<file path="src/rtl/add_serial_pkg.sv">
// rtl/add_serial_pkg.sv - shared constants and FSM encoding for add_serial_sched
//
// Purpose: default adder width/latency, the 3-bit scheduler state encoding and
//          the helper that sizes requester index fields.
// Ports:   none (package).
package add_serial_pkg;

   localparam int DEF_W       = 8;
   localparam int DEF_ADD_LAT = 11;
   localparam int STATE_W     = 3;

   typedef logic [STATE_W-1:0] state_t;

   localparam state_t S_IDLE    = 3'd0;
   localparam state_t S_LAUNCH  = 3'd1;
   localparam state_t S_WAIT    = 3'd2;
   localparam state_t S_CAPTURE = 3'd3;
   localparam state_t S_RELEASE = 3'd4;
   localparam state_t S_RESP    = 3'd5;

   // Width of a requester index; never below one bit.
   function automatic int id_w(input int n_req);
      return (n_req > 1) ? $clog2(n_req) : 1;
   endfunction

endpackage

</file>
<file path="src/rtl/add_serial_sched_rr_arbiter.sv">
// rtl/add_serial_sched_rr_arbiter.sv - combinational round-robin pick
//
// Purpose: choose the first asserted request at or above i_ptr, wrapping to
//          the lowest asserted request when none exists above the pointer.
// Ports:
//   i_req     in   N_REQ  request bits
//   i_ptr     in   ID_W   round-robin start position
//   o_any     out  1      at least one request asserted
//   o_onehot  out  N_REQ  one-hot winner
//   o_idx     out  ID_W   index of the winner
module rr_arbiter
   import add_serial_pkg::*;
#(
   parameter int N_REQ = 4,
   parameter int ID_W  = 2
)(
   input  logic [N_REQ-1:0] i_req,
   input  logic [ID_W-1:0]  i_ptr,
   output logic             o_any,
   output logic [N_REQ-1:0] o_onehot,
   output logic [ID_W-1:0]  o_idx
);

   logic w_hi_found;
   logic w_lo_found;
   logic [ID_W-1:0] w_hi_idx;
   logic [ID_W-1:0] w_lo_idx;

   // Two passes over fixed indices: the upper pass honours the pointer, the
   // lower pass supplies the wrap-around winner.
   always_comb begin
      w_hi_found = 1'b0;
      w_lo_found = 1'b0;
      w_hi_idx   = '0;
      w_lo_idx   = '0;
      for (int k = 0; k < N_REQ; k++) begin
         if (!w_hi_found && i_req[k] && (ID_W'(k) >= i_ptr)) begin
            w_hi_found = 1'b1;
            w_hi_idx   = ID_W'(k);
         end
         if (!w_lo_found && i_req[k]) begin
            w_lo_found = 1'b1;
            w_lo_idx   = ID_W'(k);
         end
      end
   end

   always_comb begin
      o_any    = w_hi_found | w_lo_found;
      o_idx    = w_hi_found ? w_hi_idx : w_lo_idx;
      o_onehot = '0;
      for (int k = 0; k < N_REQ; k++) begin
         if (o_any && (ID_W'(k) == o_idx)) begin
            o_onehot[k] = 1'b1;
         end
      end
   end

endmodule

</file>
<file path="src/rtl/add_serial_sched.sv">
// rtl/add_serial_sched.sv - round-robin scheduler sharing one add_serial adder
//
// Purpose: grant one requester, launch the adder, wait its fixed latency,
//          capture the result, release the adder and hand back a tagged response.
// Ports:
//   clk        in   1        rising-edge clock
//   rst        in   1        synchronous active-low reset
//   req        in   N_REQ    level requests
//   req_a      in   N_REQ*W  operand A per requester (slice i = req_a[i*W +: W])
//   req_b      in   N_REQ*W  operand B per requester
//   gnt        out  N_REQ    one-hot single-cycle grant
//   rsp_valid  out  1        response available
//   rsp_ready  in   1        consumer accepts response
//   rsp_id     out  ID_W     owner of rsp_sum
//   rsp_sum    out  W        captured adder result
//   add_en     out  1        adder launch/release pulses
//   add_a      out  W        adder operand a
//   add_b      out  W        adder operand b
//   add_out    in   W        adder result
//   busy       out  1        scheduler not idle
module add_serial_sched
   import add_serial_pkg::*;
#(
   parameter int N_REQ   = 4,
   parameter int W       = DEF_W,
   parameter int ADD_LAT = DEF_ADD_LAT
)(
   input  logic                    clk,
   input  logic                    rst,
   input  logic [N_REQ-1:0]        req,
   input  logic [N_REQ*W-1:0]      req_a,
   input  logic [N_REQ*W-1:0]      req_b,
   output logic [N_REQ-1:0]        gnt,
   output logic                    rsp_valid,
   input  logic                    rsp_ready,
   output logic [id_w(N_REQ)-1:0]  rsp_id,
   output logic [W-1:0]            rsp_sum,
   output logic                    add_en,
   output logic [W-1:0]            add_a,
   output logic [W-1:0]            add_b,
   input  logic [W-1:0]            add_out,
   output logic                    busy
);

   localparam int ID_W = id_w(N_REQ);
   localparam int WC_W = $clog2(ADD_LAT);

   state_t            r_state;
   logic [ID_W-1:0]   r_rr_ptr;
   logic [N_REQ-1:0]  r_gnt;
   logic              r_add_en;
   logic [W-1:0]      r_add_a;
   logic [W-1:0]      r_add_b;
   logic [ID_W-1:0]   r_rsp_id;
   logic [W-1:0]      r_rsp_sum;
   logic              r_rsp_valid;
   logic [WC_W-1:0]   r_wcnt;

   logic              w_arb_any;
   logic [N_REQ-1:0]  w_arb_onehot;
   logic [ID_W-1:0]   w_arb_idx;
   logic [W-1:0]      w_sel_a;
   logic [W-1:0]      w_sel_b;
   logic [ID_W-1:0]   w_ptr_next;

   rr_arbiter #(
      .N_REQ (N_REQ),
      .ID_W  (ID_W)
   ) u_arb (
      .i_req    (req),
      .i_ptr    (r_rr_ptr),
      .o_any    (w_arb_any),
      .o_onehot (w_arb_onehot),
      .o_idx    (w_arb_idx)
   );

   always_comb begin
      w_sel_a = '0;
      w_sel_b = '0;
      for (int k = 0; k < N_REQ; k++) begin
         if (w_arb_onehot[k]) begin
            w_sel_a = req_a[k*W +: W];
            w_sel_b = req_b[k*W +: W];
         end
      end
   end

   assign w_ptr_next = (r_rsp_id == ID_W'(N_REQ - 1)) ? '0 : r_rsp_id + ID_W'(1);

   // Timeline relative to the grant cycle (0): launch pulse in cycle 1, the
   // counter spans the adder latency, the result is sampled at the same edge
   // that raises the release pulse (cycle ADD_LAT+2), and rsp_valid follows
   // one settle cycle into S_RESP (cycle ADD_LAT+4).
   always_ff @(posedge clk) begin
      if (!rst) begin
         r_state     <= S_IDLE;
         r_rr_ptr    <= '0;
         r_gnt       <= '0;
         r_add_en    <= 1'b0;
         r_add_a     <= '0;
         r_add_b     <= '0;
         r_rsp_id    <= '0;
         r_rsp_sum   <= '0;
         r_rsp_valid <= 1'b0;
         r_wcnt      <= '0;
      end else begin
         r_gnt    <= '0;
         r_add_en <= 1'b0;
         case (r_state)
            S_IDLE: begin
               if (w_arb_any) begin
                  r_gnt    <= w_arb_onehot;
                  r_add_a  <= w_sel_a;
                  r_add_b  <= w_sel_b;
                  r_rsp_id <= w_arb_idx;
                  r_state  <= S_LAUNCH;
               end
            end
            S_LAUNCH: begin
               r_add_en <= 1'b1;
               r_wcnt   <= WC_W'(ADD_LAT - 1);
               r_state  <= S_WAIT;
            end
            S_WAIT: begin
               if (r_wcnt == '0) begin
                  r_state <= S_CAPTURE;
               end else begin
                  r_wcnt <= r_wcnt - WC_W'(1);
               end
            end
            S_CAPTURE: begin
               // add_out is final here; the adder only leaves DONE after it
               // samples the release pulse one edge later.
               r_rsp_sum <= add_out;
               r_add_en  <= 1'b1;
               r_state   <= S_RELEASE;
            end
            S_RELEASE: begin
               r_state <= S_RESP;
            end
            S_RESP: begin
               if (!r_rsp_valid) begin
                  r_rsp_valid <= 1'b1;
               end else if (rsp_ready) begin
                  r_rsp_valid <= 1'b0;
                  r_rr_ptr    <= w_ptr_next;
                  r_state     <= S_IDLE;
               end
            end
            default: begin
               r_state <= S_IDLE;
            end
         endcase
      end
   end

   assign gnt       = r_gnt;
   assign add_en    = r_add_en;
   assign add_a     = r_add_a;
   assign add_b     = r_add_b;
   assign rsp_id    = r_rsp_id;
   assign rsp_sum   = r_rsp_sum;
   assign rsp_valid = r_rsp_valid;
   assign busy      = (r_state != S_IDLE);

endmodule
</file>
<file path="config.mk">
export PLATFORM = sky130hd
export DESIGN_NAME = add_serial_sched
export DESIGN_NICKNAME = d
export VERILOG_FILES = /design/src/rtl/add_serial_pkg.sv /design/src/rtl/add_serial_sched_rr_arbiter.sv /design/src/rtl/add_serial_sched.sv
export SDC_FILE = /design/constraint.sdc
export NUM_CORES = 1
export LEC_CHECK = 0
export CAP_MARGIN = 10
export CORE_UTILIZATION = 40
export CTS_CLUSTER_DIAMETER = 40
export CTS_CLUSTER_SIZE = 14
export DETAILED_ROUTE_END_ITERATION = 8
export PLACE_DENSITY = 0.78
export SLEW_MARGIN = 20
export SYNTH_ARGS = -nofsm -noshare
export SYNTH_HDL_FRONTEND = slang
export SYNTH_SLANG_ARGS = --single-unit
</file>
<file path="constraint.sdc">
create_clock -name clk -period 2.2 [get_ports clk]
set_clock_uncertainty 0.05 [all_clocks]
set_input_delay 0.44 -clock clk [delete_from_list [all_inputs] [get_ports clk]]
set_output_delay 0.44 -clock clk [all_outputs]
set_load 0.02 [all_outputs]
</file>
== Yosys cells after proc, flatten, opt, wreduce, memory -nomap -nowiden ==
Index checks and enable logic that the tools add are counted.
W data, S select, Z words.
Storage, ports and cells
  register bits: 41
  bits of input ports: 79
  output and inout bits: 33
  logic and storage cells: 100
Cells by class
  add/sub/neg operators: 2
  $lt $le $gt $ge: 4
  equality and inequality tests: 14
  muxes and demuxes: 38
  bitwise logic cells: 1
  reductions and logical operators: 31
Operators by type and width (count)
  $mux W8: 8
  $pmux W3 S6: 1
  $mux W1: 17
  $logic_and A1 B1 Y1: 14
  $mux W2: 6
  $mux W3: 4
  $ne A2 B2 Y1 const B: 4
  $pmux W4 S2: 1
  $eq A3 B2 Y1 const B: 2
  $eq A3 B3 Y1 const B: 2
  $logic_not A1 Y1: 6
  $reduce_and A3 Y1: 2
  $eq A2 B2 Y1 const A: 2
  $ge A1 B2 Y1 const A: 2
  $ge A2 B2 Y1 const A: 2
  $logic_not A4 Y1: 1
  $mux W4: 1
  $reduce_and A2 Y1: 2
  $reduce_and A4 Y1: 1
  $sub A4 B1 Y4 const B: 1
  $eq A3 B1 Y1 const B: 1
  $logic_not A3 Y1: 1
  $reduce_bool A3 Y1: 1
  $add A2 B1 Y2 const B: 1
  7 further kinds: 7

== Logic depth before layout (Yosys ltp) ==
Gate-level depths: netlist of run 1.
  word-level depth: 23
  gate-level depth with buffers: 8
  depth with buffers taken out: 6

== Modules after synthesis ==
From an unflattened synthesis of run 1, not the netlist that was laid out.
Unflattened totals
  cells, all modules: 287
  area total of the unflattened synthesis: 2351.0 um^2
By module, submodules not included
  add_serial_sched: instances 1, cells each 257, area each 2152.1 um^2, seq. area each 820.8 um^2
  rr_arbiter: instances 1, cells each 30, area each 198.9 um^2, seq. area each 0.0 um^2

== Worst setup path before layout of run 1 ==
Ideal clock, no wire load.
  path type: reg2reg
  from: register r_state[0]
  to: register r_add_a[0] (netlist: add_a[0])
  setup time: 0.125 ns
  data arrival time: 1.635 ns
  data required time: 2.025 ns
  path slack: 0.390 ns
  cell stages (with the launch flop): 8
  buffers on the path: 3
  clock period less this slack: 1.810 ns
  path through: dfxtp_1 -> buf_6 -> or3_4 -> or2_1 -> buf_6 -> buf_6 -> a221oi_2 -> o22ai_2
Between the ends
  word-level cells in the longest chain between the ends: 2
RTL lines
  start, declared: RTL line add_serial_sched.sv:48  | state_t r_state;
  start signal, assigned: RTL line add_serial_sched.sv:96  | r_state <= S_IDLE;
  start signal, assigned: RTL line add_serial_sched.sv:116  | r_state <= S_LAUNCH;
  start signal, assigned: RTL line add_serial_sched.sv:122  | r_state <= S_WAIT;
  $logic_not A3 Y1: RTL line add_serial_sched.sv:109  | case (r_state)
  $reduce_and A2 Y1 (no source line)
  end signal, assigned: RTL line add_serial_sched.sv:113  | r_add_a <= w_sel_a;
  end, declared: RTL line add_serial_sched.sv:52  | logic [W-1:0] r_add_a;
Every way passes these cells.
A chain may end at the register's enable or synchronous reset.

== Final worst setup path of run 1 ==
  from: input req[2]
  to: register r_add_a[3] (netlist: add_a[3])
Between the ends
  word-level cells in the longest chain between the ends: 15
  elaborated cells on any way between the ends: 35
  those cells by class: 3 x eq/ne; 17 x mux; 1 x bitwise; 14 x reduce/logical
RTL lines
  start, declared: RTL line add_serial_sched.sv:30  | input logic [N_REQ-1:0] req,
  $logic_and A1 B1 Y1 (2 in series): RTL line add_serial_sched_rr_arbiter.sv:37  | if (!w_hi_found && i_req[k] && (ID_W'(k) >= i_ptr)) begin
  $mux W1: RTL line add_serial_sched_rr_arbiter.sv:37
  $logic_not A1 Y1: RTL line add_serial_sched_rr_arbiter.sv:37
  $logic_and A1 B1 Y1 (2 in series): RTL line add_serial_sched_rr_arbiter.sv:37
  $mux W2 / $mux W1 (equally long branches): RTL line add_serial_sched_rr_arbiter.sv:37
  $mux W2: RTL line add_serial_sched_rr_arbiter.sv:50  | o_idx = w_hi_found ? w_hi_idx : w_lo_idx;
  $logic_not A2 Y1: RTL line add_serial_sched_rr_arbiter.sv:53  | if (o_any && (ID_W'(k) == o_idx)) begin
  $logic_and A1 B1 Y1: RTL line add_serial_sched_rr_arbiter.sv:53
  $mux W1: RTL line add_serial_sched_rr_arbiter.sv:53
  $mux W8 (4 in series): RTL line add_serial_sched.sv:81  | if (w_arb_onehot[k]) begin
Parallel ways exist; a longest one is shown, timed or not.

==> metrics.yaml, run 1 <==
status:
  status: "finished, final reports clean"
logic_synthesis:
  postSynthRegisterBits: 41
  synth_edf_count: 0
  synthesis.area_per_instance_um2: 9.48
  synth.top_cells.by_count: "sky130_fd_sc_hd__dfxtp_1, sky130_fd_sc_hd__mux2i_1, sky130_fd_sc_hd__nand2_1"
  yosysWarnings: 0
  synth.largest_area_cell: "sky130_fd_sc_hd__dfxtp_1"
  yosys_top_cell_area_share_pct: 36.2
  synthArstFlopShare_pct: 0
  postSynth.topFlopCell: "sky130_fd_sc_hd__dfxtp_1"
  synth_top_cells_by_area: "sky130_fd_sc_hd__dfxtp_1, sky130_fd_sc_hd__mux2i_1, sky130_fd_sc_hd__a221oi_2"
  synthesized_nets: 321
  yosysUniqueCellTypes: 47
  synth.most_common_cell: "sky130_fd_sc_hd__dfxtp_1"
  area_of_the_mapped_netlist_um2: 2260
  yosysSeqAreaShare_pct: 36.2
  netlist_instances: 239
grt:
  groute.usage.overall_pct: 22.0
  grt-ovfl-total: 0
  grt_pass1_vias: 2304
  grt_pass1_wl_um: 10600
  grt_start_max_net_pins: 26
  antenna_found_initial: 0
sta:
  timing.final.crit_share_pct: 93.5
  setup_viol: 0
  max_slew.worst_pin.slew_ps: 541
  timing.fmax_ghz: 0.486
  finalSetupTns_ps: 0
  finalCriticalPeriod_ps: 2060
  grt_setup_unrepaired: "no"
  slew_headroom_pct: 63.9
  finalHoldViolations: 0
  final-max-slew-violation-count: 0
job:
  max_cap_viol_count: 0
clock_network:
  cts_made_buffers: 5
  clock_sink_count: 41
  post-cts-setup-buffer-count: 0
  h_tree_lvls: 2
  cts.path.max_buffers: 2
  clkSlewWorstSetupHoldPaths_ps: 80
  cts.repair.resized: 0
  cts-hold-fix-buffers: 0
  cts.root.buffer_cell: "sky130_fd_sc_hd__clkbuf_8"
  cts_tree: "done"
  clk-insertion-delay-late_ps: 290
detailed_routing:
  routed_wl_um: 6390
  met1Wirelength_um: 2710
  route.met2.wl_um: 3190
  routed_wire_length_per_instance_um: 14.7
  topRoutingLayerUsed: "met4"
  via_per_inst: 5.24
  post-route-drc-count: 0
  final_antenna_net_count: 0
  met3_wirelength_um: 355
  drt-initial-drc-count: 77
  detailroute.via_count: 2272
  drt_pass1_iterations: 4
setup_path:
  critPathMaxFanout: 6
  worst-endpoint-required_ps: 2370
  r2r_cells: 6
  cp.arrival_ps: 2230
  path_class: "primary input to register"
  timing.rr.start: "r_wcnt[0]"
  worst_r2r_endpoint: "r_wcnt[2]"
  crit_end_element: "register"
  worst_setup_path_start_kind: "primary input"
  r2r_setup_slack_ps: 340
cells_and_area:
  layout.filler_cells: 469
  layout-area-overhead-vs-synth_pct: 63.5
  stdcell_area_um2: 3700
  final_layout_size_suffix_gt1_share_pct: 16.0
  area_occupied_by_multi_input_gates_um2: 1300
  num_antenna_cells: 0
  design.final.nets: 443
  seqCellArea_um2: 821
place:
  place.gp.congestion: 0.888
  place.detailed.hpwl_um: 4890
  io_buffers: 111
  dpl-instance-area_um2: 3560
power:
  irDropWorstVdd_mv: 0.444
  power.static_leakage_nw: 1.42
  power-per-cell-area_nw_per_um2: 812
floorplanning:
  design.die.area_um2: 5970
  core_area_um2: 5470
  die-height_um: 77.2
  die-width_um: 77.2
  floorplan.initialDensity_pct: 41.4
  fp_rows: 27
  top_level_ports: 112
worst_hold_path:
  worst_hold_startpoint: "rsp_sum[6]"
  holdPathStages: 2
  timing.hold.worst_endpoint: "rsp_sum[6]"
  worstHoldPathType: "register to register"
==> where the power goes <==
group | internal (mW) | total [mW] | switching [mW]
Combinational | 0.678 | 1.32 | 0.639
Clock | 0.451 | 0.723 | 0.272
Sequential | 0.884 | 0.969 | 0.0846
Total | 2.01 | 3.01 | 0.995
==> worst max-delay path by stage <==
stage                     slack, ps  endpoint  depth (start not counted)  startpoint
after detailed placement       -140  add_a[3]                          7      req[2]
after CTS                         7      busy                          2  r_state[0]
after floorplan                 390  add_a[0]                          7  r_state[0]
final                           140  add_a[3]                          7      req[2]
after global routing             10  add_a[4]                          7      req[0]
after global placement         -100  add_b[7]                          7      req[2]
==> sequential cells by signal, indices dropped and copies added, names as in the netlist <==
name       cells
r_rr_ptr       2
add_en         1
rsp_valid      1
add_b          8
rsp_sum        8
gnt            4
add_a          8
r_state        3
rsp_id         2
r_wcnt         4
==> critical path, cell delays in order <==
cell,delay [ps]
sky130_fd_sc_hd__clkdlybuf4s50_1,500
sky130_fd_sc_hd__nor2b_1,190
sky130_fd_sc_hd__a21boi_1,140
sky130_fd_sc_hd__o32a_1,320
sky130_fd_sc_hd__or2_1,350
sky130_fd_sc_hd__buf_4,190
sky130_fd_sc_hd__o22ai_1,100
==> stage by stage <==
step / hold WS, ps / setup slack (ps) / power, mW / cells / utilization [%]
4_1_cts: 418 / 7.34 / 3.03 / 434 / 67.6
3_3_place_gp: 399 / -99.0 / 2.28 / 426 / 65.1
6_report: 414 / 144 / 3.01 / 434 / 67.7
2_1_floorplan: 482 / 390 / 1.73 / 239 / -
3_5_place_dp: 410 / -139 / 2.30 / 426 / 65.1
5_1_grt: 444 / 13.2 / 3.17 / 434 / 67.7
==> area by class of cell <==
type                            instances  area share, %
Tap cell                               72           2.43
Clock inverter                          3           1.76
Multi-Input combinational cell        173           35.2
Timing Repair Buffer                  133           35.9
Clock buffer                            5           1.86
Inverter                                7          0.709
Sequential cell                        41           22.2
==> cells by family (layout without fill, tap and decap cells) <==
kind of cell / Yosys count / in the layout / synth area share (%)
compound gates: 74 / 74 / 28.8
simple gates: 73 / 73 / 17.0
flops: 41 / 41 / 36.2
buf+inv: 25 / 148 / 6.30
mux: 19 / 19 / 8.40
xor+xnor: 4 / 4 / 1.55
fa+ha+maj: 3 / 3 / 1.66
==> placed cells by master (no fill, tap or decap), types with 2 or more instances in the layout <==
master,n
sky130_fd_sc_hd__xnor2_1,3
sky130_fd_sc_hd__nand2_1,18
sky130_fd_sc_hd__a221oi_1,4
sky130_fd_sc_hd__clkbuf_8,5
sky130_fd_sc_hd__inv_1,5
sky130_fd_sc_hd__buf_4,18
sky130_fd_sc_hd__a221oi_2,9
sky130_fd_sc_hd__clkdlybuf4s50_1,110
sky130_fd_sc_hd__a21boi_0,9
sky130_fd_sc_hd__a21boi_1,2
sky130_fd_sc_hd__a211oi_1,2
sky130_fd_sc_hd__a22oi_1,2
sky130_fd_sc_hd__a21oi_1,3
sky130_fd_sc_hd__nand3_1,15
sky130_fd_sc_hd__nor2b_1,8
sky130_fd_sc_hd__o221ai_1,3
sky130_fd_sc_hd__nor3b_1,3
sky130_fd_sc_hd__dfxtp_1,41
sky130_fd_sc_hd__o22ai_1,4
sky130_fd_sc_hd__nor2_1,9
sky130_fd_sc_hd__and2_1,3
sky130_fd_sc_hd__bufinv_16,2
sky130_fd_sc_hd__ha_1,3
sky130_fd_sc_hd__or2_1,3
sky130_fd_sc_hd__nor3_1,6
sky130_fd_sc_hd__o21ai_1,3
sky130_fd_sc_hd__mux2i_1,19
sky130_fd_sc_hd__o22ai_2,10
sky130_fd_sc_hd__o21a_1,2
sky130_fd_sc_hd__buf_12,4
sky130_fd_sc_hd__o21ai_0,14
==> per-layer routing <==
metal  vias up  GRT usage [%]
met2        72           39.4
li1       1130              -
met1      1058           25.6
met5         -              0
met4         0           6.23
met3        12           5.71
Note: power is estimated with default switching activity, not from simulation.
==> run 2, diff against run 1 <==
--- a/config.mk
+++ b/config.mk
@@ -6,11 +6,12 @@
 export NUM_CORES = 1
 export LEC_CHECK = 0
 export CAP_MARGIN = 10
-export CORE_UTILIZATION = 40
+export CORE_UTILIZATION = 41
 export CTS_CLUSTER_DIAMETER = 40
 export CTS_CLUSTER_SIZE = 14
 export DETAILED_ROUTE_END_ITERATION = 8
-export PLACE_DENSITY = 0.78
+export MAX_ROUTING_LAYER = met4
+export PLACE_DENSITY = 0.79
 export SLEW_MARGIN = 20
 export SYNTH_ARGS = -nofsm -noshare
 export SYNTH_HDL_FRONTEND = slang
==> run 2 against run 1 <==
  * Sequential power is 0.9% lower
  * Critical path depth is 5 lower
  * Via count is 0.88% higher
  * Die area is 2.4% lower
  * Register-to-register slack hardly changed
  * Count of clock-buffer cells in the layout stayed put
  * Non-clock buffer count is 2 higher
  * Setup slack worse by 38 ps
  * First-iteration DRC count is 10% higher
  * Design area is 0.51% lower
  * Wire length is 6.5% higher
  * Cell count stayed put
==> metrics.yaml, run 2 (same netlist as run 1, synthesis figures left out) <==
status:
  status: "finished, final reports clean"
grt:
  grt-ovfl-total: 0  # unchanged
  use_met1_pct: 29.6  # +4.0 points
  grt_start_max_net_pins: 26  # unchanged
  antenna_found_initial: 0  # unchanged
  grt_pass1_vias: 2321  # +0.74%
  top_usage_layer: "met2"
  grt_pass1_wl_um: 11200  # +5.2%
  grt.met2_usage_pct: 42.3  # +2.9 points
  met3_routing_resource_usage_after_global_routing_pct: 5.03  # -0.68 points
  groute.usage.overall_pct: 24.9  # +2.8 points
job:
  max_cap_viol_count: 0  # unchanged
sta:
  finalCriticalPeriod_ps: 2090  # +38.3 ps
  setup_viol: 0  # unchanged
  max_slew.worst_pin.slew_ps: 541  # -0.586 ps
  finalSetupTns_ps: 0  # unchanged
  timing.final.crit_share_pct: 95.2  # +1.7 points
  final-max-slew-violation-count: 0  # unchanged
  slew_headroom_pct: 64.0  # about the same
  finalHoldViolations: 0  # unchanged
  grt_setup_unrepaired: "no"
  worst_hold_slack_ps: 421  # +6.63 ps
  timing.fmax_ghz: 0.477  # -1.8%
  fin_ws_ps: 105  # -38.3 ps
detailed_routing:
  final_antenna_net_count: 0  # unchanged
  post-route-drc-count: 0  # unchanged
  routed_wire_length_per_instance_um: 15.7  # +6.5%
  drt-initial-drc-count: 85  # +10%
  via_per_inst: 5.28  # +0.88%
  drt_pass1_iterations: 4  # unchanged
  routed_wl_um: 6810  # +6.5%
  detailroute.via_count: 2292  # +0.88%
floorplanning:
  floorplan.initialDensity_pct: 43.5  # +2.1 points
  design.die.area_um2: 5820  # -2.4%
  core_area_um2: 5200  # -4.9%
  top_level_ports: 112  # unchanged
  die-height_um: 76.3  # -1.2%
  fp_rows: 26  # -3.7%
  die-width_um: 76.3  # -1.2%
setup_path:
  worst-endpoint-required_ps: 1710  # -660 ps
  critPathMaxFanout: 3  # -3
  critical_path_buf_inv_count: 1  # -1
  cpLargestDelayFamily: "buffers and inverters"
  worst_setup_path_start_kind: "register"
  r2r_setup_slack_ps: 340  # about the same
  cp.arrival_ps: 1600  # -630 ps
  crit_end_element: "primary output"
  critical-path-max-stage-delay_ps: 560  # +60 ps
  path_class: "register to primary output"
  critical_path.slowest_cell: "sky130_fd_sc_hd__clkdlybuf4s50_1"
  crit_chain: "or3_4 -> clkdlybuf4s50_1"
place:
  place.detailed.hpwl_um: 5190  # +6.0%
  io_buffers: 111  # unchanged
  numPlacedInstances: 426  # unchanged
  place.gp.congestion: 0.809  # -8.9%
  dpl-instance-area_um2: 3560  # unchanged
  pre_cts_slack_ps: -147  # -8.17 ps
power:
  sw_share_pct: 35.1  # +2.0 points
  pwr-share-seq_pct: 32.7  # +0.5 points
  comb_power_share_pct: 46.0  # +2.2 points
  intPower_mw: 1.90  # -5.4%
  clock_power_share_pct: 21.3  # -2.7 points
  irDropWorstVdd_mv: 0.794  # +79%
  power-per-cell-area_nw_per_um2: 796  # -2.0%
  post-layout-total-power_mw: 2.93  # -2.5%
  power.static_leakage_nw: 1.41  # -1.1%
  power_dissipated_by_switching_net_loads_mw: 1.03  # +3.4%
clock_network:
  clk-insertion-delay-late_ps: 300  # about the same
  post-cts-setup-buffer-count: 0  # unchanged
  cts_tree: "done"
  cts.repair.resized: 0  # unchanged
  cts-hold-fix-buffers: 0  # unchanged
  cts.path.max_buffers: 2  # unchanged
  cts_made_buffers: 5  # unchanged
  cts.root.buffer_cell: "sky130_fd_sc_hd__clkbuf_8"
  h_tree_lvls: 2  # unchanged
  clkSlewWorstSetupHoldPaths_ps: 90  # about the same
  clock_sink_count: 41  # unchanged
cells_and_area:
  layout.cells.most_common: "sky130_fd_sc_hd__clkdlybuf4s50_1"
  layout.cells.most_common_list: "sky130_fd_sc_hd__clkdlybuf4s50_1, sky130_fd_sc_hd__dfxtp_1, sky130_fd_sc_hd__buf_4"
  num_antenna_cells: 0  # unchanged
  stdcell_area_um2: 3680  # -0.51%
  layout.filler_cells: 411  # -12%
  final_util_pct: 70.8  # +3.1 points
  layout-area-overhead-vs-synth_pct: 62.7
  final_layout_size_suffix_gt1_share_pct: 16.5  # +0.46 points
  design.final.nets: 445  # +0.45%
  finalNonFillerCells: 434  # unchanged
worst_hold_path:
  worstHoldPathType: "register to register"
[run 2: cell types whose count changed in the layout (fill, tap and decap cells not counted), sizes merged]
cell	before	now
clkdlybuf4s50	110	111
dlymetal6s2s	1	0
buf	22	24
bufinv	2	1
clkinvlp	0	1
[run 2: area by class of cell]
type / count / area, um^2 / share of cell area, %
tap: 70 / 87.6 / 2.38
clock inverter: 3 / 46.3 / 1.26
sequential: 41 / 821 / 22.3
inverter: 7 / 26.3 / 0.713
timing repair buffer: 135 / 1330 / 36.1
multi-input combinational: 173 / 1310 / 35.4
clock buffer: 5 / 68.8 / 1.87
[run 2: final timing paths]
| path | startpoint | to | depth (start not counted) |
|---|---|---|---|
| worst min-delay path | rsp_sum[3] | rsp_sum[3] | 2 |
| worst max-delay path | r_state[2] | busy | 2 |
| worst max register to register | r_wcnt[0] | r_wcnt[0] | 6 |
| worst min register to register | rsp_sum[3] | rsp_sum[3] | 2 |
[run 2: power by group through the flow]
stage	Clock (mW)	Combinational (mW)	Sequential [mW]
after floorplan	0	0.627	1.11
after global placement	0	1.32	0.971
after detailed placement	0	1.34	0.973
after CTS	0.634	1.35	0.959
after global routing	0.666	1.44	0.977
final	0.626	1.35	0.960
[run 2: tightest hold or removal path: stages (launching register included)]
cell                       delay (ps)
sky130_fd_sc_hd__dfxtp_1          320
sky130_fd_sc_hd__nand2_1           50
sky130_fd_sc_hd__a21boi_0          60
[run 2: routing by layer]
layer / up-vias / share of wire [%]
met5: - / 0
met4: 0 / 1.6
met3: 9 / 4.9
met2: 79 / 51
met1: 1071 / 43
li1: 1133 / -
